**src/rtl/key_pkg.sv**
```systemverilog
// rtl/key_pkg.sv - shared types and 50 MHz timing defaults for the key conditioner
package key_pkg;

    typedef enum logic [1:0] {
        RELEASED     = 2'd0,
        PRESS_PEND   = 2'd1,
        PRESSED      = 2'd2,
        RELEASE_PEND = 2'd3
    } key_state_t;

    // Raw key_n level of an idle (released) button.
    localparam logic KEY_RELEASED_RAW = 1'b1;

    localparam int DEFAULT_DEBOUNCE_CYCLES = 500000;
    localparam int DEFAULT_REPEAT_DELAY    = 25000000;
    localparam int DEFAULT_REPEAT_PERIOD   = 10000000;

endpackage

```
**src/rtl/key_pulse_generator_channel.sv**
```systemverilog
// rtl/key_pulse_generator_channel.sv - one key: synchroniser, debounce FSM, optional repeat
// Auto-repeat is built only when KEY_AUTO_REPEAT_EN is defined.
module key_debounce_channel
    import key_pkg::*;
#(
    parameter int DEBOUNCE_CYCLES = DEFAULT_DEBOUNCE_CYCLES,
    parameter int REPEAT_DELAY    = DEFAULT_REPEAT_DELAY,
    parameter int REPEAT_PERIOD   = DEFAULT_REPEAT_PERIOD
) (
    input  logic clk_i,
    input  logic reset_i,
    input  logic key_n_i,
    output logic key_level_o,
    output logic press_pulse_o,
    output logic release_pulse_o
);

    localparam int CNT_W = $clog2(DEBOUNCE_CYCLES + 1);

    if (DEBOUNCE_CYCLES < 1 || REPEAT_DELAY < 1 || REPEAT_PERIOD < 1) begin : g_param_check
        $error("key_debounce_channel: timing parameters must be >= 1");
    end

    logic             sync1_q, sync2_q;
    logic [CNT_W-1:0] cnt_q, cnt_d;
    key_state_t       state_q, state_d;
    logic             level_q, level_d;
    logic             press_q, press_d;
    logic             release_q, release_d;
    logic             pressed_s;
    logic             accept;
    logic             rep_fire;

    assign pressed_s = (sync2_q != KEY_RELEASED_RAW);
    // This sample differing from the accepted level completes the stable run.
    assign accept    = (cnt_q == CNT_W'(DEBOUNCE_CYCLES - 1));

    always_ff @(posedge clk_i) begin
        if (reset_i) begin
            state_q <= RELEASED;
        end else begin
            state_q <= state_d;
        end
    end

    always_comb begin
        state_d = state_q;
        cnt_d   = '0;
        case (state_q)
            RELEASED: begin
                if (pressed_s) begin
                    if (accept) begin
                        state_d = PRESSED;
                    end else begin
                        state_d = PRESS_PEND;
                        cnt_d   = cnt_q + 1'b1;
                    end
                end
            end
            PRESS_PEND: begin
                if (!pressed_s) begin
                    state_d = RELEASED;
                end else if (accept) begin
                    state_d = PRESSED;
                end else begin
                    cnt_d = cnt_q + 1'b1;
                end
            end
            PRESSED: begin
                if (!pressed_s) begin
                    if (accept) begin
                        state_d = RELEASED;
                    end else begin
                        state_d = RELEASE_PEND;
                        cnt_d   = cnt_q + 1'b1;
                    end
                end
            end
            RELEASE_PEND: begin
                if (pressed_s) begin
                    state_d = PRESSED;
                end else if (accept) begin
                    state_d = RELEASED;
                end else begin
                    cnt_d = cnt_q + 1'b1;
                end
            end
            default: state_d = RELEASED;
        endcase
    end

    always_comb begin
        level_d   = (state_d == PRESSED) || (state_d == RELEASE_PEND);
        press_d   = ((state_d == PRESSED) &&
                     ((state_q == RELEASED) || (state_q == PRESS_PEND))) || rep_fire;
        release_d = (state_d == RELEASED) &&
                    ((state_q == RELEASE_PEND) || (state_q == PRESSED));
    end

    always_ff @(posedge clk_i) begin
        if (reset_i) begin
            sync1_q   <= KEY_RELEASED_RAW;
            sync2_q   <= KEY_RELEASED_RAW;
            cnt_q     <= '0;
            level_q   <= 1'b0;
            press_q   <= 1'b0;
            release_q <= 1'b0;
        end else begin
            sync1_q   <= key_n_i;
            sync2_q   <= sync1_q;
            cnt_q     <= cnt_d;
            level_q   <= level_d;
            press_q   <= press_d;
            release_q <= release_d;
        end
    end

`ifdef KEY_AUTO_REPEAT_EN
    localparam int REP_MAX = (REPEAT_DELAY > REPEAT_PERIOD) ? REPEAT_DELAY : REPEAT_PERIOD;
    localparam int REP_W   = $clog2(REP_MAX + 1);

    logic [REP_W-1:0] rep_q, rep_d, rep_inc, rep_target;
    logic             armed_q, armed_d;

    assign rep_inc    = rep_q + 1'b1;
    // First repeat waits the long delay, later ones the shorter period.
    assign rep_target = armed_q ? REP_W'(REPEAT_PERIOD) : REP_W'(REPEAT_DELAY);

    always_comb begin
        rep_d    = rep_q;
        armed_d  = armed_q;
        rep_fire = 1'b0;
        if (state_d == RELEASED) begin
            rep_d   = '0;
            armed_d = 1'b0;
        end else if (state_q == PRESSED && state_d == PRESSED) begin
            if (rep_inc == rep_target) begin
                rep_fire = 1'b1;
                rep_d    = '0;
                armed_d  = 1'b1;
            end else begin
                rep_d = rep_inc;
            end
        end
    end

    always_ff @(posedge clk_i) begin
        if (reset_i) begin
            rep_q   <= '0;
            armed_q <= 1'b0;
        end else begin
            rep_q   <= rep_d;
            armed_q <= armed_d;
        end
    end
`else
    assign rep_fire = 1'b0;
`endif

    assign key_level_o     = level_q;
    assign press_pulse_o   = press_q;
    assign release_pulse_o = release_q;

endmodule

```
**src/rtl/key_pulse_generator.sv**
```systemverilog
// rtl/key_pulse_generator.sv - debounced press/release pulses for a bank of active-low keys
// Optional auto-repeat: define KEY_AUTO_REPEAT_EN.
module key_pulse_generator
    import key_pkg::*;
#(
    parameter int NUM_KEYS        = 3,
    parameter int DEBOUNCE_CYCLES = DEFAULT_DEBOUNCE_CYCLES,
    parameter int REPEAT_DELAY    = DEFAULT_REPEAT_DELAY,
    parameter int REPEAT_PERIOD   = DEFAULT_REPEAT_PERIOD
) (
    input  logic                clk,
    input  logic                reset,
    input  logic [NUM_KEYS-1:0] key_n,
    output logic [NUM_KEYS-1:0] key_level,
    output logic [NUM_KEYS-1:0] press_pulse,
    output logic [NUM_KEYS-1:0] release_pulse
);

    for (genvar i = 0; i < NUM_KEYS; i++) begin : g_chan
        key_debounce_channel #(
            .DEBOUNCE_CYCLES (DEBOUNCE_CYCLES),
            .REPEAT_DELAY    (REPEAT_DELAY),
            .REPEAT_PERIOD   (REPEAT_PERIOD)
        ) u_chan (
            .clk_i           (clk),
            .reset_i         (reset),
            .key_n_i         (key_n[i]),
            .key_level_o     (key_level[i]),
            .press_pulse_o   (press_pulse[i]),
            .release_pulse_o (release_pulse[i])
        );
    end

endmodule

```
**config.mk**
```make
export PLATFORM = sky130hd
export DESIGN_NAME = key_pulse_generator
export DESIGN_NICKNAME = d
export VERILOG_FILES = /design/src/rtl/key_pkg.sv /design/src/rtl/key_pulse_generator_channel.sv /design/src/rtl/key_pulse_generator.sv
export SDC_FILE = /design/constraint.sdc
export NUM_CORES = 1
export LEC_CHECK = 0
export BUFFER_PORTS_ARGS = -buffer_cell sky130_fd_sc_hd__buf_2
export CORE_MARGIN = 2
export CORE_UTILIZATION = 60
export CTS_CLUSTER_DIAMETER = 30
export DETAILED_ROUTE_END_ITERATION = 8
export GPL_ROUTABILITY_DRIVEN = 1
export PLACE_DENSITY_LB_ADDON = 0.08
export RECOVER_POWER = 100
export SLEW_MARGIN = 20
export SYNTH_ARGS = -nofsm -noshare
export SYNTH_HDL_FRONTEND = slang
export SYNTH_SLANG_ARGS = --single-unit
export TNS_END_PERCENT = 1
```
**constraint.sdc**
```tcl
create_clock -name clk -period 2.2 [get_ports clk]
set_clock_uncertainty 0.05 [all_clocks]
set_input_delay 0.66 -clock clk [delete_from_list [all_inputs] [get_ports clk]]
set_output_delay 0.66 -clock clk [all_outputs]
set_load 0.1 [all_outputs]
```
==> flow_summary_export.csv <==
group,metric,value,unit
synth,synth_edf_count,0,
power,pwr-share-comb,1.0,%
worst_setup_path,cp_cell_sequence,"or4bb_2 > or4_4 > or3_1 > a21oi_1",
timing,hold_violations,0,
grt,grt_overflow,0,
timing,rsz0062_at_grt,"no",
worst_setup_path,start_kind,"register",
routing,wl,5730,um
grt,grt_pass1_vias,2320,
clock_tree,insertion_delay,350,ps
clock_tree,root_buffer,"clkbuf_8",
synth,yosysTopAreaCell,"dfxtp_1",
timing,slew_headroom,51.6,%
place,dp_slack,113,ps
power,swShare,20.9,%
clock_tree,postCtsSetupBuffers,0,
worst_setup_path,cp_slowest_cell,"or4bb_2",
timing,fin_crit_sh,95.2,%
routing,antenna_left,0,
cells_and_area,multi_input_area,1530,um^2
grt,grt_util_all_layers,21.0,%
routing,dr.pass1.iters,4,
cells_and_area,drive_above_1_share,16.6,%
timing,fmax,0.477,GHz
worst_setup_path,critical_path.top_delay_family,"simple AND/OR/NAND/NOR gates",
clock_tree,cts_tree,"yes",
synth,syn-num-nets,362,
synth,synth.avg_cell_area,9.06,um^2
place,dpl.hpwl,3950,um
worst_setup_path,end_kind,"register",
power,pwr-share-seq,52.7,%
power,p_leak,0.00115,uW
worst_setup_path,crit_buf_inv,0,
timing,min_period,2100,ps
cells_and_area,antenna_cells,0,
synth,syn_area,3210,um^2
routing,route.detailed.drc,0,
clock_tree,htree_levels,3,
grt,antenna_found_initial,0,
clock_tree,cts_sinks,75,
power,p_int,2050,uW
worst_setup_path,cp_max_fo,5,
timing,drv_slew,0,
cells_and_area,synthToLayoutAreaGrowth,10.9,%
place,dpl_cell_area,3350,um^2
clock_tree,numCtsBuffers,9,
clock_tree,clk_pin_slew,80,ps
power,vdd_drop_max,0.551,mV
floorplanning,die_y,77.1,um
synth,yosysWarnings,0,
synth,synth_top_area_share,46.8,%
synth,yosys-top-cells-area,"dfxtp_1, xnor2_1, nor2_1, xor2_1, a21oi_1",
cells_and_area,layout.area.seq,1500,um^2
floorplanning,fp.dieArea,5940,um^2
worst_setup_path,path_class,"reg -> reg",
place,portBuffers,13,
floorplanning,num_io_pins,14,
cells_and_area,fillerInstances,461,
synth,ys_ff_latch,75,
synth,synthCells,354,
timing,setup_tns,0,ps
min_path,hp-class,"reg -> reg",
grt,grt_pass1_wl,9920,um
synth,yosys_most_used_dff,"dfxtp_1",
timing,worst_pin_slew,726,ps
worst_setup_path,slowest_delay,620,ps
job,maxCapViolations,0,
outcome,status,"finished clean",
synth,async_reset_ff_share,0,%
power,switchingPower,542,uW
clock_tree,hold_buffers,0,
synth,seq_area_frac_synth,46.8,%
worst_setup_path,required,2430,ps
timing,finalSetupViolations,0,
clock_tree,cts_resized,0,
worst_setup_path,worstPathArrival,2320,ps
cells_and_area,finalInstanceArea,3560,um^2
floorplanning,row_count,26,
routing,drtIter0Drc,88,
grt,grt_max_degree,20,
clock_tree,cts.path.max_buffers,2,
power,p_clk_share,46.3,%
power,p_per_area,730,nW/um^2
place,place.gp.congestion,0.815,
synth,ys_types,43,
cells_and_area,nets,383,
floorplanning,start_util,62.4,%
floorplanning,core,5140,um^2
timing,postLayoutSetupSlackWorst,105,ps
floorplanning,die_w,77.1,um
routing,vias_per_cell,5.52,
routing,vias,2484,
routing,wl_per_cell,12.7,um
[sequential cells by signal, indices dropped and copies added, names as in the netlist]
| name | count |
|---|---|
| g_chan.u_chan.key_level_o | 3 |
| g_chan.u_chan.cnt_q | 57 |
| g_chan.u_chan.release_pulse_o | 3 |
| g_chan.u_chan.sync1_q | 3 |
| g_chan.u_chan.state_q | 3 |
| g_chan.u_chan.press_pulse_o | 3 |
| g_chan.u_chan.sync2_q | 3 |
[logic make-up (layout without fill, tap and decap cells)]
group           Yosys count  count (layout)  synth area share [%]
flops                    75              75                  46.8
compound gates           45              45                  8.04
buf+inv                  26              52                  4.96
xor+xnor                 36              36                  9.84
fa+ha+maj                 3               3                  1.17
simple gates            169             169                  29.2
[layout make-up]
type	instances	area share [%]
clock buffer	10	3.87
clock inverter	6	2.67
inverter	8	0.844
multi-input combinational	253	43.1
sequential	75	42.2
tap	70	2.46
timing repair buffer	28	4.79
[synthesized netlist by cell type, types with 3 or more instances]
cell type	number
o31ai_1	3
dfxtp_1	75
xnor2_1	19
a21oi_1	22
nand4_1	15
o21ai_0	14
a31o_2	3
xor2_1	17
nand3_1	21
and3_1	5
clkbuf_1	4
or4_1	7
nand2_1	16
or3_1	15
and4_1	4
buf_4	9
or2_2	11
ha_1	3
inv_1	8
nor3_1	11
nor2_1	43
nor4_1	4
[final timing paths]
| check | startpoint | to | slack (ps) | depth (start not counted) |
|---|---|---|---|---|
| setup / recovery | g_chan[0].u_chan.cnt_q[13]$_SDFF_PP0_ | g_chan[0].u_chan.state_q[1]$_SDFF_PP0_ | 100 | 4 |
| hold / removal | g_chan[0].u_chan.sync1_q$_SDFF_PP1_ | g_chan[0].u_chan.sync2_q$_SDFF_PP1_ | 360 | 1 |
| setup reg to reg | g_chan[0].u_chan.cnt_q[13]$_SDFF_PP0_ | g_chan[0].u_chan.state_q[1]$_SDFF_PP0_ | 100 | 4 |
| hold reg to reg | g_chan[0].u_chan.sync1_q$_SDFF_PP1_ | g_chan[0].u_chan.sync2_q$_SDFF_PP1_ | 360 | 1 |
[routing by layer]
layer  global-route usage (%)  wire length (um)  up-vias
li1                         -                 -     1286
met1                     25.8              2730     1150
met3                     6.71               221        7
met4                     7.32                78        0
met5                        0                 0        -
met2                     34.6              2700       41
[power groups by stage]
stage	logic [uW]	registers, uW	clock network (uW)
2_1_floorplan	24.0	1400	0
3_3_place_gp	29.6	1400	0
3_5_place_dp	30.1	1400	0
4_1_cts	30.1	1370	1230
5_1_grt	30.3	1370	1280
6_report	27.1	1370	1200
[cells in the final DEF (no fill, tap or decap), types with 3 or more instances in the layout]
| master | instances |
|---|---|
| or4_1 | 7 |
| nor3_1 | 11 |
| nand4_1 | 15 |
| nand3_1 | 21 |
| and3_1 | 5 |
| and4_1 | 4 |
| xnor2_1 | 19 |
| buf_2 | 3 |
| a21oi_1 | 22 |
| nor4_1 | 4 |
| or2_2 | 11 |
| dfxtp_1 | 75 |
| a31o_2 | 3 |
| buf_4 | 12 |
| nor2_1 | 43 |
| clkbuf_8 | 10 |
| nand2_1 | 16 |
| xor2_1 | 17 |
| o31ai_1 | 3 |
| ha_1 | 3 |
| clkbuf_2 | 10 |
| or3_1 | 15 |
| inv_1 | 8 |
| o21ai_0 | 15 |
[stage by stage]
step	cells	power, uW	hold WS (ps)	util [%]
4_1_cts	450	2630	363	69.8
2_1_floorplan	354	1420	339	-
3_5_place_dp	434	1430	345	65.3
3_3_place_gp	434	1430	343	65.3
6_report	450	2600	363	69.2
5_1_grt	450	2680	376	69.2
No activity file was read; power rests on OpenSTA's default activity.
